<file path="config.mk">
export PLATFORM = sky130hd
export DESIGN_NAME = axi4_rd_rr_interconnect_m2s
export DESIGN_NICKNAME = d
export VERILOG_FILES = /design/src/rtl/axi4_rd_rr_interconnect_m2s_pkg.sv /design/src/rtl/axi4_rd_rr_interconnect_m2s_arb.sv /design/src/rtl/axi4_rd_rr_interconnect_m2s.sv
export SDC_FILE = /design/constraint.sdc
export NUM_CORES = 1
export LEC_CHECK = 0
export ABC_AREA = 1
export BUFFER_PORTS_ARGS = -buffer_cell sky130_fd_sc_hd__buf_2
export CAP_MARGIN = 0
export CORE_AREA = 2 2 201 203
export CTS_BUF_LIST = sky130_fd_sc_hd__clkbuf_16
export CTS_CLUSTER_DIAMETER = 30
export DETAILED_ROUTE_END_ITERATION = 10
export DIE_AREA = 0 0 203 205
export GPL_ROUTABILITY_DRIVEN = 0
export MAX_ROUTING_LAYER = met4
export PLACE_DENSITY = 0.43
export SYNTH_ARGS = -nofsm -noshare
export SYNTH_HDL_FRONTEND = slang
export SYNTH_SLANG_ARGS = --single-unit
export TNS_END_PERCENT = 50
</file>
<file path="constraint.sdc">
create_clock -name clock -period 3.6 [get_ports clock]
set_input_delay 0.36 -clock clock [delete_from_list [all_inputs] [get_ports clock]]
set_output_delay 0.36 -clock clock [all_outputs]
set_load 0.1 [all_outputs]
</file>
<file path="src/rtl/axi4_rd_rr_interconnect_m2s_pkg.sv">
// Shared helpers and types for the AXI4 read interconnect.
// Provides the port-index width function and the AXI length type.
package axi4_icon_pkg;

    localparam int AXI_LEN_W = 8;
    typedef logic [AXI_LEN_W-1:0] axi_len_t;

    // Port-index width; a single port index bit is kept even for tiny NUM
    function automatic int icon_nsize(input int num);
        return (num <= 2) ? 1 : $clog2(num);
    endfunction

endpackage

</file>
<file path="src/rtl/axi4_rd_rr_interconnect_m2s_arb.sv">
// Round-robin one-hot arbiter: the first requester at or after the pointer wins,
// and the pointer moves past the winner only when a grant is actually issued.
import axi4_icon_pkg::*;

module rr_arbiter_onehot #(
    parameter int NUM = 4
) (
    input  logic           clock,
    input  logic           rst,
    input  logic [NUM-1:0] req,
    input  logic           en,
    output logic [NUM-1:0] grant
);

    localparam int NSIZE = icon_nsize(NUM);

    logic [NSIZE-1:0] ptr_reg;
    logic [NSIZE-1:0] ptr_next;

    always_comb begin : pick
        int  idx;
        logic found;
        grant    = '0;
        ptr_next = ptr_reg;
        found    = 1'b0;
        idx      = 0;
        for (int i = 0; i < NUM; i++) begin
            idx = int'(ptr_reg) + i;
            if (idx >= NUM) begin
                idx = idx - NUM;
            end
            if (en && !found && req[idx]) begin
                found      = 1'b1;
                grant[idx] = 1'b1;
                ptr_next   = (idx == NUM - 1) ? '0 : NSIZE'(idx + 1);
            end
        end
    end

    always_ff @(posedge clock or posedge rst) begin
        if (rst) begin
            ptr_reg <= '0;
        end else begin
            ptr_reg <= ptr_next;
        end
    end

endmodule

</file>
<file path="src/rtl/axi4_rd_rr_interconnect_m2s.sv">
// N-to-1 AXI4 read interconnect: round-robin AR arbitration with per-port outstanding
// limits and combinational R routing by the low RID bits. Optional: AXI4_RD_ICON_TRACK_EN.
import axi4_icon_pkg::*;

module axi4_rd_rr_interconnect_m2s #(
    parameter  int NUM      = 4,
    parameter  int ASIZE    = 32,
    parameter  int DSIZE    = 128,
    parameter  int SIDSIZE  = 4,
    parameter  int MAX_OUTS = 8,
    localparam int NSIZE    = icon_nsize(NUM),
    localparam int MIDSIZE  = SIDSIZE + NSIZE
) (
    input  logic                   clock,
    input  logic                   rst,
    input  logic [NUM-1:0]         s_arvalid,
    output logic [NUM-1:0]         s_arready,
    input  logic [NUM*SIDSIZE-1:0] s_arid,
    input  logic [NUM*ASIZE-1:0]   s_araddr,
    input  logic [NUM*8-1:0]       s_arlen,
    output logic [NUM-1:0]         s_rvalid,
    input  logic [NUM-1:0]         s_rready,
    output logic [SIDSIZE-1:0]     s_rid,
    output logic [DSIZE-1:0]       s_rdata,
    output logic                   s_rlast,
    output logic                   m_arvalid,
    input  logic                   m_arready,
    output logic [MIDSIZE-1:0]     m_arid,
    output logic [ASIZE-1:0]       m_araddr,
    output logic [7:0]             m_arlen,
    input  logic                   m_rvalid,
    output logic                   m_rready,
    input  logic [MIDSIZE-1:0]     m_rid,
    input  logic [DSIZE-1:0]       m_rdata,
    input  logic                   m_rlast,
`ifdef AXI4_RD_ICON_TRACK_EN
    output logic [MIDSIZE-1:0]     track_arid,
    output logic [MIDSIZE-1:0]     track_rid,
`endif
    output logic                   err_unmapped
);

    localparam int CW = $clog2(MAX_OUTS + 1);
    localparam logic [NSIZE:0] NUM_W = (NSIZE + 1)'(NUM);

    logic                 m_arvalid_reg;
    logic [MIDSIZE-1:0]   m_arid_reg;
    logic [ASIZE-1:0]     m_araddr_reg;
    axi_len_t             m_arlen_reg;
    logic                 err_unmapped_reg;
    logic [CW-1:0]        outs_reg [NUM];

    logic                 loadable;
    logic [NUM-1:0]       eligible;
    logic [NUM-1:0]       grant;
    logic [NUM-1:0]       route_hot;
    logic [NSIZE-1:0]     gnt_idx;
    logic [NSIZE-1:0]     rport;
    logic                 mapped;
    logic                 r_hs;

    assign loadable = !m_arvalid_reg || m_arready;

    rr_arbiter_onehot #(.NUM(NUM)) u_arb (
        .clock (clock),
        .rst   (rst),
        .req   (eligible),
        .en    (loadable),
        .grant (grant)
    );

    // Held low while reset is asserted so no handshake can slip through
    assign s_arready = grant & {NUM{!rst}};

    always_comb begin
        gnt_idx = '0;
        for (int k = 0; k < NUM; k++) begin
            if (grant[k]) begin
                gnt_idx = NSIZE'(k);
            end
        end
    end

    always_ff @(posedge clock or posedge rst) begin
        if (rst) begin
            m_arvalid_reg <= 1'b0;
            m_arid_reg    <= '0;
            m_araddr_reg  <= '0;
            m_arlen_reg   <= '0;
        end else if (loadable) begin
            m_arvalid_reg <= |grant;
            if (|grant) begin
                m_arid_reg   <= {s_arid[gnt_idx*SIDSIZE +: SIDSIZE], gnt_idx};
                m_araddr_reg <= s_araddr[gnt_idx*ASIZE +: ASIZE];
                m_arlen_reg  <= s_arlen[gnt_idx*AXI_LEN_W +: AXI_LEN_W];
            end
        end
    end

    assign m_arvalid = m_arvalid_reg;
    assign m_arid    = m_arid_reg;
    assign m_araddr  = m_araddr_reg;
    assign m_arlen   = m_arlen_reg;

    // R routing: the low RID bits select the upstream port
    assign rport  = m_rid[NSIZE-1:0];
    assign mapped = ({1'b0, rport} < NUM_W);

    assign m_rready = mapped ? |(s_rready & route_hot) : 1'b1;
    assign r_hs     = m_rvalid && m_rready;
    assign s_rid    = m_rid[MIDSIZE-1:NSIZE];
    assign s_rdata  = m_rdata;
    assign s_rlast  = m_rlast;

    generate
        for (genvar gi = 0; gi < NUM; gi++) begin : g_port
            localparam logic [NSIZE-1:0] KI = NSIZE'(gi);
            logic inc;
            logic dec;

            assign route_hot[gi] = mapped && (rport == KI);
            assign s_rvalid[gi]  = m_rvalid && route_hot[gi];
            assign eligible[gi]  = s_arvalid[gi] && (outs_reg[gi] < CW'(MAX_OUTS));

            assign inc = s_arvalid[gi] && s_arready[gi];
            // A last beat with nothing outstanding is ignored rather than underflowing
            assign dec = r_hs && m_rlast && route_hot[gi] && (outs_reg[gi] != '0);

            always_ff @(posedge clock or posedge rst) begin
                if (rst) begin
                    outs_reg[gi] <= '0;
                end else if (inc && !dec) begin
                    outs_reg[gi] <= outs_reg[gi] + 1'b1;
                end else if (dec && !inc) begin
                    outs_reg[gi] <= outs_reg[gi] - 1'b1;
                end
            end
        end
    endgenerate

    always_ff @(posedge clock or posedge rst) begin
        if (rst) begin
            err_unmapped_reg <= 1'b0;
        end else if (m_rvalid && !mapped) begin
            err_unmapped_reg <= 1'b1;
        end
    end

    assign err_unmapped = err_unmapped_reg;

`ifdef AXI4_RD_ICON_TRACK_EN
    logic [MIDSIZE-1:0] track_arid_reg;
    logic [MIDSIZE-1:0] track_rid_reg;

    always_ff @(posedge clock or posedge rst) begin
        if (rst) begin
            track_arid_reg <= '0;
            track_rid_reg  <= '0;
        end else begin
            if (m_arvalid_reg && m_arready) begin
                track_arid_reg <= m_arid_reg;
            end
            if (r_hs) begin
                track_rid_reg <= m_rid;
            end
        end
    end

    assign track_arid = track_arid_reg;
    assign track_rid  = track_rid_reg;
`endif

endmodule
</file>
==> impl_metrics.py <==
metrics = {
    "setup_path": {
        "crit_path_end_kind": "register",
        "crit_type": "register to register",
        "cp_max_fo": 9,
        "arrival_ns": 3.46,
        "r2r_cells": 20,
        "crit_path_start_kind": "register",
        "cp_data_required_time_ns": 3.84,
    },
    "global_route": {
        "grt_first_pass_wirelength_um": 37900,
        "overflow": 0,
        "grt_pass1_vias": 6851,
        "antenna_found_initial": 1,
        "grt_start_max_net_pins": 46,
        "grt_usage_pct": 12.4,
    },
    "finish": {
        "drive_above_1_share_pct": 26.9,
        "finalNetCount": 1623,
        "largest_reg_flops": 32,
        "fillCellCount": 4579,
        "area_growth_pct": 15.4,
    },
    "route": {
        "via_count": 6879,
        "ant_nets": 0,
        "totalWireLength_um": 25200,
        "drc": 0,
        "via_per_inst": 3.80,
        "wire_per_inst_um": 14.0,
        "first_pass_iters": 5,
        "drt_iter0_drc": 312,
    },
    "clocking": {
        "path_clk_slew_ns": 0.06,
        "cts_buffer_depth": 2,
        "cts.sinks": 65,
        "cts_made_buffers": 9,
        "clkLatencyLatePin_ns": 0.35,
        "cts-root-buf": "clkbuf_16",
        "htreeDepth": 3,
        "cts_tree": "built",
    },
    "logic_synthesis": {
        "ys.flop_type": "dfrtp_1",
        "ys_warn_count": 0,
        "synthDistinctLibCells": 34,
        "yosysMostFrequentCell": "nand2_1",
        "synth_top_cell_area_share_pct": 22.9,
        "syn_inst": 1176,
        "synth_top_area_cell": "dfrtp_1",
        "synthAdderAreaFrac_pct": 4.47,
        "synthTopCellsByCount": "nand2_1, inv_1, buf_4, nor2_1, nand3_1",
        "synth_top_family_by_area": "simple AND/OR/NAND/NOR gates",
        "synth_seq_area_share_pct": 22.9,
        "synth_edf_count": 0,
        "netlist_top_cells_area": "dfrtp_1, nand2_1, buf_4",
        "post_synth_and_or_nand_nor_area_fraction_pct": 39.2,
        "synthMuxAreaShare_pct": 0,
        "synth_xor_area_share_pct": 1.60,
        "ys_ff_latch": 65,
        "synth_compound_area_share_pct": 2.02,
        "ys_async_sr_fraction_pct": 100,
        "synth_area_per_cell_sq_um": 6.05,
        "syn_area_sq_mm": 0.00711,
        "synth_nets": 1522,
    },
    "timing": {
        "hold_viol_final": 0,
        "tightest_slew_ns": 0.650,
        "grt_setup_unrepaired": "no",
        "setup_viol": 0,
        "hold_slack_ns": 0.181,
        "skew_ns": 0.00694,
        "slew_headroom_pct": 56.7,
        "slew_violations": 0,
        "period_minus_slack_ns": 3.22,
        "finalSetupTns_ns": 0,
        "period_share_pct": 89.5,
        "clock.fmax_ghz": 0.310,
    },
    "floorplan": {
        "core_sq_mm": 0.0394,
        "ios": 513,
        "die_area_sq_mm": 0.0416,
        "start_util_pct": 18.1,
        "row_count": 73,
        "die_w_um": 203,
        "die_y_um": 205,
    },
    "min_path": {
        "hold_class": "input pin to asynchronous set/reset pin",
    },
    "run_status": {
        "outcome": "finished clean",
    },
    "job": {
        "drv_cap": 0,
    },
    "placement": {
        "numPortBuffers": 247,
        "place_hpwl_um": 19700,
    },
}
[layout by cell type (no fill, tap or decap), drive strengths merged]
cell type  Yosys  routed
xnor2          8       8
dfrtp         65      65
buf          174     265
nor3           2       2
o211ai         1       1
nor3b          1       1
a21oi          6       6
o21ai         11      11
clkinv         0       5
nand3         77      77
and3           1       1
nand2        413     413
xor2           5       5
fa             4       4
or4            1       1
inv          218     219
diode          0       1
conb           1       1
o311ai         2       2
a21o           4       4
nor2         159     159
ha            19      19
clkbuf         1       9
nand4          3       3
bufinv         0       1
[area by class of cell]
cell class                 instances  area (sq um)  area share [%]
multi-input combinational        718          3380            41.2
sequential                        65          1630            19.8
timing repair buffer             265          1430            17.5
inverter                         218           827            10.1
tap                              525           657            8.00
clock buffer                       9           225            2.74
clock inverter                     7          53.8           0.655
antenna                            1          2.50          0.0305
[timing repair]
item | in CTS | in global routing
hold buffers | 0 | 0
buffers inserted | 0 | 1
resized for setup | 0 | 4
setup endpoints to repair | 0 | 21
[critical path, stage by stage (launching register included)]
cell	delay (ns)
dfrtp_1	0.40
inv_4	0.14
ha_2	0.32
inv_1	0.10
nand3_1	0.10
nand2_2	0.10
nand3_1	0.12
nor2_4	0.16
nand2_1	0.11
nand3_2	0.12
nand2_1	0.08
nor2_1	0.11
ha_1	0.20
inv_1	0.09
ha_1	0.29
a21o_1	0.18
a21oi_1	0.17
nand2_1	0.07
nand2_1	0.06
nor2_1	0.04
xor2_1	0.13
[metal layers]
metal / vias to the layer above / global-route usage (%) / part of all wire [%]
li1: 3485 / - / -
met4: 0 / 5.53 / 4.0
met5: - / - / 0
met3: 64 / 5.17 / 9.3
met1: 3048 / 13.9 / 41
met2: 282 / 19.3 / 45
[through the flow]
stage	setup slack, ns	utilization (%)	area [sq um]	std cells
5_1_grt	0.0513	20.9	8210	1808
2_1_floorplan	0.184	-	7110	1176
6_report	0.378	20.9	8210	1808
4_1_cts	0.173	20.8	8190	1806
3_3_place_gp	0.321	20.1	7910	1790
3_5_place_dp	0.187	20.1	7910	1790
[final timing paths]
kind / from / end / slack, ns
hold reg to reg: outs_reg[11] / outs_reg[11] / 0.47
min in group clock: s_araddr[42] / m_araddr[10] / 0.38
setup reg to reg: u_arb.ptr_reg[0] / outs_reg[7] / 0.38
hold / removal: rst / m_arvalid / 0.18
max in group asynchronous: rst / m_araddr[25] / 3.01
setup / recovery: u_arb.ptr_reg[0] / outs_reg[7] / 0.38
[kinds of logic after synthesis]
logic type | after synthesis
AO/OA/AOI/OAI | 24
XOR/XNOR | 13
adder cells (fa/ha/maj) | 23
buffers and inverters | 393
flip-flops | 65
other | 1
AND/OR/NAND/NOR | 657
Power is left out: the tool's default activity adds up to more than one toggle a clock period on the data nets, which glitch-free logic cannot reach.
